<file path="config.mk">
export PLATFORM = sky130hd
export DESIGN_NAME = mem_bus_arbiter
export DESIGN_NICKNAME = d
export VERILOG_FILES = /design/src/rtl/mem_map_pkg.sv /design/src/rtl/rr_arbiter2.sv /design/src/rtl/mem_bus_arbiter.sv
export SDC_FILE = /design/constraint.sdc
export NUM_CORES = 1
export LEC_CHECK = 0
export ABC_AREA = 1
export CORE_MARGIN = 1.5
export CORE_UTILIZATION = 35
export CTS_CLUSTER_DIAMETER = 60
export DETAILED_ROUTE_END_ITERATION = 10
export PLACE_DENSITY = 0.81
export SLEW_MARGIN = 20
export SYNTH_ARGS = -nofsm -noshare
export SYNTH_HDL_FRONTEND = slang
export SYNTH_SLANG_ARGS = --single-unit
export TNS_END_PERCENT = 20
</file>
<file path="constraint.sdc">
create_clock -name clock -period 1.79 [get_ports clock]
set_input_delay 0.358 -clock clock [delete_from_list [all_inputs] [get_ports clock]]
set_output_delay 0.358 -clock clock [all_outputs]
set_load 0.01 [all_outputs]
</file>
<file path="src/rtl/mem_map_pkg.sv">
// rtl/mem_map_pkg.sv - shared region map, FSM encoding and master ids for the memory bus arbiter
package mem_map_pkg;

  localparam logic [3:0] RAM_REG = 4'h0;
  localparam logic [3:0] LED_REG = 4'h1;
  localparam logic [3:0] SW_REG  = 4'h3;

  localparam logic M0 = 1'b0;
  localparam logic M1 = 1'b1;

  typedef enum logic {
    IDLE    = 1'b0,
    RD_WAIT = 1'b1
  } state_t;

  function automatic logic is_mapped(input logic [3:0] region);
    return (region == RAM_REG) || (region == LED_REG) || (region == SW_REG);
  endfunction

endpackage

</file>
<file path="src/rtl/rr_arbiter2.sv">
// rtl/rr_arbiter2.sv - two-way round-robin arbiter with combinational one-hot grant
module rr_arbiter2
  import mem_map_pkg::*;
(
  input  logic       clock,
  input  logic       resetn,
  input  logic [1:0] req,
  input  logic       enable,
  output logic [1:0] gnt
);

  logic last_gnt;

  // Grant follows request directly; on a tie the master that did not win last time goes first.
  always_comb begin
    gnt = 2'b00;
    if (enable) begin
      if (req == 2'b11) begin
        gnt = (last_gnt == M1) ? 2'b01 : 2'b10;
      end else begin
        gnt = req;
      end
    end
  end

  // Remember the most recent winner; reset favours M0 on the first tie.
  always_ff @(posedge clock) begin
    if (!resetn) begin
      last_gnt <= M1;
    end else if (|gnt) begin
      last_gnt <= gnt[1];
    end
  end

endmodule

</file>
<file path="src/rtl/mem_bus_arbiter.sv">
// rtl/mem_bus_arbiter.sv - two-master arbiter for the data RAM, LED register and switch inputs
module mem_bus_arbiter
  import mem_map_pkg::*;
#(
  parameter int DATA_W = 16,
  parameter int ADDR_W = 16,
  parameter int MEM_AW = 7
) (
  input  logic              clock,
  input  logic              resetn,
  input  logic              m0_req,
  input  logic              m0_we,
  input  logic [ADDR_W-1:0] m0_addr,
  input  logic [DATA_W-1:0] m0_wdata,
  output logic              m0_gnt,
  output logic              m0_rvalid,
  output logic [DATA_W-1:0] m0_rdata,
  input  logic              m1_req,
  input  logic              m1_we,
  input  logic [ADDR_W-1:0] m1_addr,
  input  logic [DATA_W-1:0] m1_wdata,
  output logic              m1_gnt,
  output logic              m1_rvalid,
  output logic [DATA_W-1:0] m1_rdata,
  output logic [MEM_AW-1:0] mem_addr,
  output logic              mem_wren,
  output logic [DATA_W-1:0] mem_data,
  input  logic [DATA_W-1:0] mem_q,
  input  logic [DATA_W-1:0] sw,
  output logic [DATA_W-1:0] leds,
  output logic              bus_err
);

  state_t              state;
  state_t              state_next;
  logic [1:0]          gnt;
  logic                granted;
  logic                sel;
  logic                cmd_we;
  logic [ADDR_W-1:0]   cmd_addr;
  logic [DATA_W-1:0]   cmd_wdata;
  logic [3:0]          cmd_region;
  logic [MEM_AW-1:0]   mem_addr_q;
  logic                rd_master;
  logic [3:0]          rd_region;
  logic [DATA_W-1:0]   rd_hold;
  logic [DATA_W-1:0]   rd_data;
  logic                unused_addr_bits;

  // Address bits between the RAM index and the region field are don't-care (RAM aliases).
  assign unused_addr_bits = ^{m0_addr[ADDR_W-5:MEM_AW], m1_addr[ADDR_W-5:MEM_AW]};

  // Arbitration is only offered in IDLE and never while reset is asserted.
  rr_arbiter2 u_arb (
    .clock  (clock),
    .resetn (resetn),
    .req    ({m1_req, m0_req}),
    .enable ((state == IDLE) && resetn),
    .gnt    (gnt)
  );

  assign m0_gnt     = gnt[0];
  assign m1_gnt     = gnt[1];
  assign granted    = |gnt;
  assign sel        = gnt[1];
  assign cmd_we     = sel ? m1_we    : m0_we;
  assign cmd_addr   = sel ? m1_addr  : m0_addr;
  assign cmd_wdata  = sel ? m1_wdata : m0_wdata;
  assign cmd_region = cmd_addr[ADDR_W-1:ADDR_W-4];

  // State register.
  always_ff @(posedge clock) begin
    if (!resetn) begin
      state <= IDLE;
    end else begin
      state <= state_next;
    end
  end

  // Next state plus RAM command and read-return outputs.
  always_comb begin
    state_next = state;
    mem_addr   = mem_addr_q;
    mem_wren   = 1'b0;
    mem_data   = '0;
    bus_err    = 1'b0;
    m0_rvalid  = 1'b0;
    m1_rvalid  = 1'b0;
    m0_rdata   = '0;
    m1_rdata   = '0;
    rd_data    = (rd_region == RAM_REG) ? mem_q : rd_hold;
    case (state)
      IDLE: begin
        if (granted) begin
          mem_addr = cmd_addr[MEM_AW-1:0];
          mem_data = cmd_wdata;
          mem_wren = cmd_we && (cmd_region == RAM_REG);
          bus_err  = !is_mapped(cmd_region);
          if (!cmd_we) begin
            state_next = RD_WAIT;
          end
        end
      end
      RD_WAIT: begin
        state_next = IDLE;
        if (resetn) begin
          if (rd_master == M1) begin
            m1_rvalid = 1'b1;
            m1_rdata  = rd_data;
          end else begin
            m0_rvalid = 1'b1;
            m0_rdata  = rd_data;
          end
        end
      end
      default: state_next = IDLE;
    endcase
  end

  // LED register, held RAM address and read context captured at the grant edge.
  always_ff @(posedge clock) begin
    if (!resetn) begin
      leds       <= '0;
      mem_addr_q <= '0;
      rd_master  <= M0;
      rd_region  <= RAM_REG;
      rd_hold    <= '0;
    end else if (granted) begin
      mem_addr_q <= cmd_addr[MEM_AW-1:0];
      if (cmd_we && (cmd_region == LED_REG)) begin
        leds <= cmd_wdata;
      end
      if (!cmd_we) begin
        rd_master <= sel;
        rd_region <= cmd_region;
        case (cmd_region)
          LED_REG: rd_hold <= leds;
          SW_REG:  rd_hold <= sw;
          default: rd_hold <= '0;
        endcase
      end
    end
  end

endmodule

</file>
# ---- Yosys cells after proc, flatten, opt, wreduce, memory -nomap -nowiden
# Cells that the tools add are included.
dict set report classes {
  addsub 0
  n_mul 0
  div 0
  magnitude_cmp 0
  eq_ne 3
  shift 0
  n_mux 31
  n_bitwise 2
  reduce_logical 11
}
# operator count
set ops {}
lappend ops {{$mux 16} 11}
lappend ops {{$pmux 16 s2} 1}
lappend ops {{$mux 7} 2}
lappend ops {{$mux 1} 13}
lappend ops {{$logic_not 4->1} 2}
lappend ops {{$mux 2} 3}
lappend ops {{$eq 4x1->1 const B} 1}
lappend ops {{$eq 4x2->1 const B} 1}
lappend ops {{$reduce_and 2->1} 2}
lappend ops {{$logic_and 1x1->1} 3}
lappend ops {{$eq 2x2->1 const B} 1}
lappend ops {{$logic_or 1x1->1} 2}
lappend ops {{$not 1->1} 2}
lappend ops {{$pmux 1 s2} 1}
lappend ops {{$reduce_or 2->1} 1}
lappend ops {{$logic_not 1->1} 1}
dict set report word_totals {
  reg_bits 46
  latchBits 0
  ram_bits 0
  romBits 0
  in_bits 102
  out_inout_bits 77
  wordCells 54
  n_memories 0
}

# ---- Longest topological paths before layout
dict set report depth {
  word_depth 10
  mapped_depth 11
  ltp_nobuf 9
}

# ---- Cells and area by module
# Synthesis repeated with hierarchy kept, for this count alone.
dict set report unflattened {
  cells_unflattened 471
  hier_area_um2 3064.2
}
# mod n_inst cells_per_inst area_each_um2 seq_area_each_um2
set modules_own_cells {}
lappend modules_own_cells {mem_bus_arbiter 1 460 2996.6 900.9}
lappend modules_own_cells {rr_arbiter2 1 11 67.6 20.0}

# ---- Worst setup path before layout
# No wires, ideal clock.
dict set report synth_path {
  path_kind {input to output}
  from {input port m1_req}
  to {output port mem_wren}
  arrival_ns 1.560
  required_ns 1.432
  setup_slack_ns -0.128
  stages 8
  n_path_buf 2
  cell_sequence {buf_2 nand4_2 nand2_1 nand2_1 nor2_4 buf_2 nand3_1 nor3_1}
}
dict set report synth_via {
  elab_chain_len 8
  elab_cells_between_ends 10
  classes_between {eq/ne (1); mux (6); reduce/logical (3)}
}
# element line
set synth_lines {}
lappend synth_lines {{start, declared} mem_bus_arbiter.sv:18} ;# input logic m1_req,
lappend synth_lines {{$eq 2x2->1} rr_arbiter2.sv:18} ;# if (req == 2'b11) begin
lappend synth_lines {{$mux 2 (*)} rr_arbiter2.sv:18}
lappend synth_lines {{$mux 2 (*)} rr_arbiter2.sv:17} ;# if (enable) begin
lappend synth_lines {{$mux 16} mem_bus_arbiter.sv:67} ;# assign cmd_addr = sel ? m1_addr : m0_addr;
lappend synth_lines {{$logic_not 4->1} mem_bus_arbiter.sv:97} ;# mem_wren = cmd_we && (cmd_region == RAM_REG);
lappend synth_lines {{$logic_and 1x1->1} mem_bus_arbiter.sv:97}
lappend synth_lines {{$mux 1 (*)} mem_bus_arbiter.sv:94} ;# if (granted) begin
lappend synth_lines {{$mux 1 (*)} mem_bus_arbiter.sv:92} ;# case (state)
lappend synth_lines {{end, declared} mem_bus_arbiter.sv:26} ;# output logic mem_wren,
# Mark *: on every way between the ends. The rest lies on a longest branch, timed or not.

# ---- Final worst setup path
dict set report layout_path {
  from {register state}
  to {output port mem_wren}
}
dict set report layout_via {
  elab_chain_len 8
  elab_cells_between_ends 10
  classes_between {mux (5); bitwise (1); reduce/logical (4)}
}
# element line
set layout_lines {}
lappend layout_lines {{start, declared} mem_bus_arbiter.sv:34} ;# state_t state;
lappend layout_lines {{start signal, assigned} mem_bus_arbiter.sv:76} ;# state <= state_next;
lappend layout_lines {{$not 1->1} -}
lappend layout_lines {{$logic_and 1x1->1} mem_bus_arbiter.sv:58} ;# .enable ((state == IDLE) && resetn),
lappend layout_lines {{$mux 2} rr_arbiter2.sv:17}
lappend layout_lines {{$mux 16} mem_bus_arbiter.sv:67}
lappend layout_lines {{$logic_not 4->1} mem_bus_arbiter.sv:97}
lappend layout_lines {{$logic_and 1x1->1} mem_bus_arbiter.sv:97}
lappend layout_lines {{$mux 1} mem_bus_arbiter.sv:94}
lappend layout_lines {{$mux 1 (*)} mem_bus_arbiter.sv:92}
# Marks and branches as above.

==> results_dict.tcl <==
set metrics [dict create \
    grt-ovfl-total 0 \
    cp_max_fo 5 \
    remaining_drc_errors 0 \
    violations "setup timing" \
    antenna_found_initial 0 \
    slew_viol_final 0 \
    ys_seq_area_frac 0.303 \
    yosysWarnings 0 \
    cts.clk_slew.worst_paths_ps 90 \
    grt_pass1_vias 3803 \
    syn-instance-count 521 \
    worst_slew_pin_slew_ps 278 \
    crit_arrival_ps 1780 \
    initial_core_util 0.367 \
    synth_area_mm2 0.00304 \
    crit_path_end_kind "output port" \
    fp.coreArea_mm2 0.00830 \
    crit_path_frequent_cell "nand2_1" \
    synth.area.top_cells "dfxtp_1 (30%), inv_1 (13%), nand2_1 (12%)" \
    die_y_um 96.2 \
    rrSetupSlack_ps -110 \
    status "complete, but fails checks" \
    synth_nets 623 \
    htreeDepth 2 \
    hold_depth 3 \
    via_per_inst 4.75 \
    cts_tree "yes" \
    total_leakage_power_nw 2.88 \
    regArea_um2 926 \
    final.setup.worst_slack_ps -351 \
    fillers 684 \
    cts_buffers 5 \
    cpPeakStageDelay_ps 350 \
    fin_crit_sh 1.20 \
    place_hpwl_um 7740 \
    multi_input_area_mm2 0.00195 \
    max-cap-violations 0 \
    crit_required_ps 1430 \
    crit_chain "inv_4 > nand4_4 > buf_6 > buf_4 > nand2_1 > nand2_1 > nor3_2 > buf_2" \
    layout-area-overhead-vs-synth_pct 91.8 \
    hold_viol 0 \
    min-delay-start "resetn" \
    netlist.area_leader.share 0.303 \
    startpoint_type "register" \
    clock_latency_ps 300 \
    ys_seq_elements 46 \
    io_pins 179 \
    period_needed_ps 2140 \
    wl_um 11900 \
    crit_type "reg -> out" \
    first_pass_iters 4 \
    peakVddDrop_mv 0.412 \
    layout_common_cells "clkdlybuf4s50_1 (104), inv_1 (99), nor2_1 (72)" \
    hold_path_class "in -> reg" \
    reg2reg_to "leds[12]" \
    n_antenna_cell 0 \
    hold_path_end "rd_region[3]" \
    syn_area_per_cell_um2 5.84 \
    ant_nets 0 \
    die_w_um 96.2 \
    yosysTopAreaCell "dfxtp_1" \
    clock_sinks 46 \
    critPathSlowestCell "dfxtp_2" \
    cts-root-to-sink-buffers 2 \
    finalPower_mw 3.41 \
    r2r_start "state" \
    row_count 33 \
    finClkSkew_ps 7.00 \
    dieArea_mm2 0.00926 \
    power_density_mw_per_mm2 584 \
    drt_iter0_drc 142 \
    drive_gt1_frac 0.357 \
    grt_use_total 0.232 \
    reg2regPathDepth 13 \
    hold_slack_ps 399 \
    grt_start_max_net_pins 33 \
    vias 4072 \
    fin_nets 854 \
    cts_root_buffer "clkbuf_8" \
    timing.fmax_ghz 0.467 \
    utilization 0.703 \
    grt_pass1_wl_um 16900 \
    finalSetupViolCount 90 \
    slew_headroom 0.815 \
    synthDistinctLibCells 24 \
    layout_commonest_cell "clkdlybuf4s50_1" \
    rsz0062_at_grt "yes" \
    port_buffers 168 \
    post_drt_wl_per_cell_um 13.9 \
    gp_congestion 0.903 \
]
[worst max-delay path, delay by kind of cell, from the launching register on]
kind	cells	cell delay (ps)
DFF	1	350
buffers and inverters	4	590
and+or+nand+nor	4	550
[flip-flops by register name, summed over array words and instances, names as in the netlist]
signal / flops
rd_master: 1
rd_hold: 16
leds: 16
mem_addr_q: 7
rd_region: 4
u_arb.last_gnt: 1
state: 1
[area by class of cell]
type / count / area share
inverters: 113 / 0.0740
clock inverters: 2 / 0.0103
flip-flops and latches: 46 / 0.159
repair buffers: 251 / 0.386
clock buffers: 6 / 0.0142
repair inverters: 1 / 0.00129
multi-input cells: 334 / 0.333
well taps: 105 / 0.0225
[routing by layer]
metal	global-route usage	up-vias	part of all wire
met4	0.0907	0	0.024
met2	0.423	167	0.52
met5	0	-	0
met1	0.259	1827	0.38
li1	-	2058	-
met3	0.0498	20	0.074
[power by group]
group	total, mW	switching [mW]	internal (mW)
Clock	0.955	0.360	0.596
Combinational	1.35	0.656	0.697
Sequential	1.10	0.0228	1.08
Total	3.41	1.04	2.37
[worst max-delay path by stage]
| stage | startpoint | slack, ps | to |
|---|---|---|---|
| CTS | u_arb.last_gnt | -320 | mem_wren |
| global placement | resetn | -910 | mem_data[15] |
| global route | state | -420 | mem_addr[6] |
| finish | state | -350 | mem_wren |
| detailed placement | resetn | -960 | mem_data[12] |
| floorplan | state | -40 | m1_rdata[10] |
[synth_stat cells]
library cell,n
nand3_1,49
dfxtp_1,46
buf_2,13
or2_2,7
buf_6,3
nor2_4,3
o21a_1,7
clkbuf_1,12
nand2_1,96
inv_2,4
o211ai_1,8
nand4_1,7
o21ai_2,1
a21oi_1,23
nor3_1,3
o21ai_0,29
nand4_2,1
nor2_1,88
nand2_2,3
nand3_2,1
o21ai_1,6
inv_1,109
buf_4,1
nor2_8,1
[logic make-up after synthesis]
kind of cell	synth area share
AOI/OAI and AO/OA	0.135
buffers and inverters	0.189
DFF	0.303
and+or+nand+nor	0.373
[metrics by stage]
stage | cell area, µm² | setup TNS [ps] | setup slack, ps | std cells
2_1_floorplan | 3070 | -950 | -38.3 | 521
3_3_place_gp | 5190 | -66630 | -908 | 820
3_5_place_dp | 5190 | -69540 | -964 | 820
4_1_cts | 5400 | -5480 | -315 | 839
5_1_grt | 5830 | -21190 | -423 | 858
6_report | 5830 | -12420 | -351 | 858
[timing repair]
action | 4_1_cts | 5_1_grt
resized for setup | 308 | 99
setup endpoints to repair | 98 | 95
cloned | 3 | 5
hold buffers | 0 | 0
setup buffers | 8 | 15
pin swaps | 10 | 16
No activity file was read; power rests on OpenSTA's default activity.
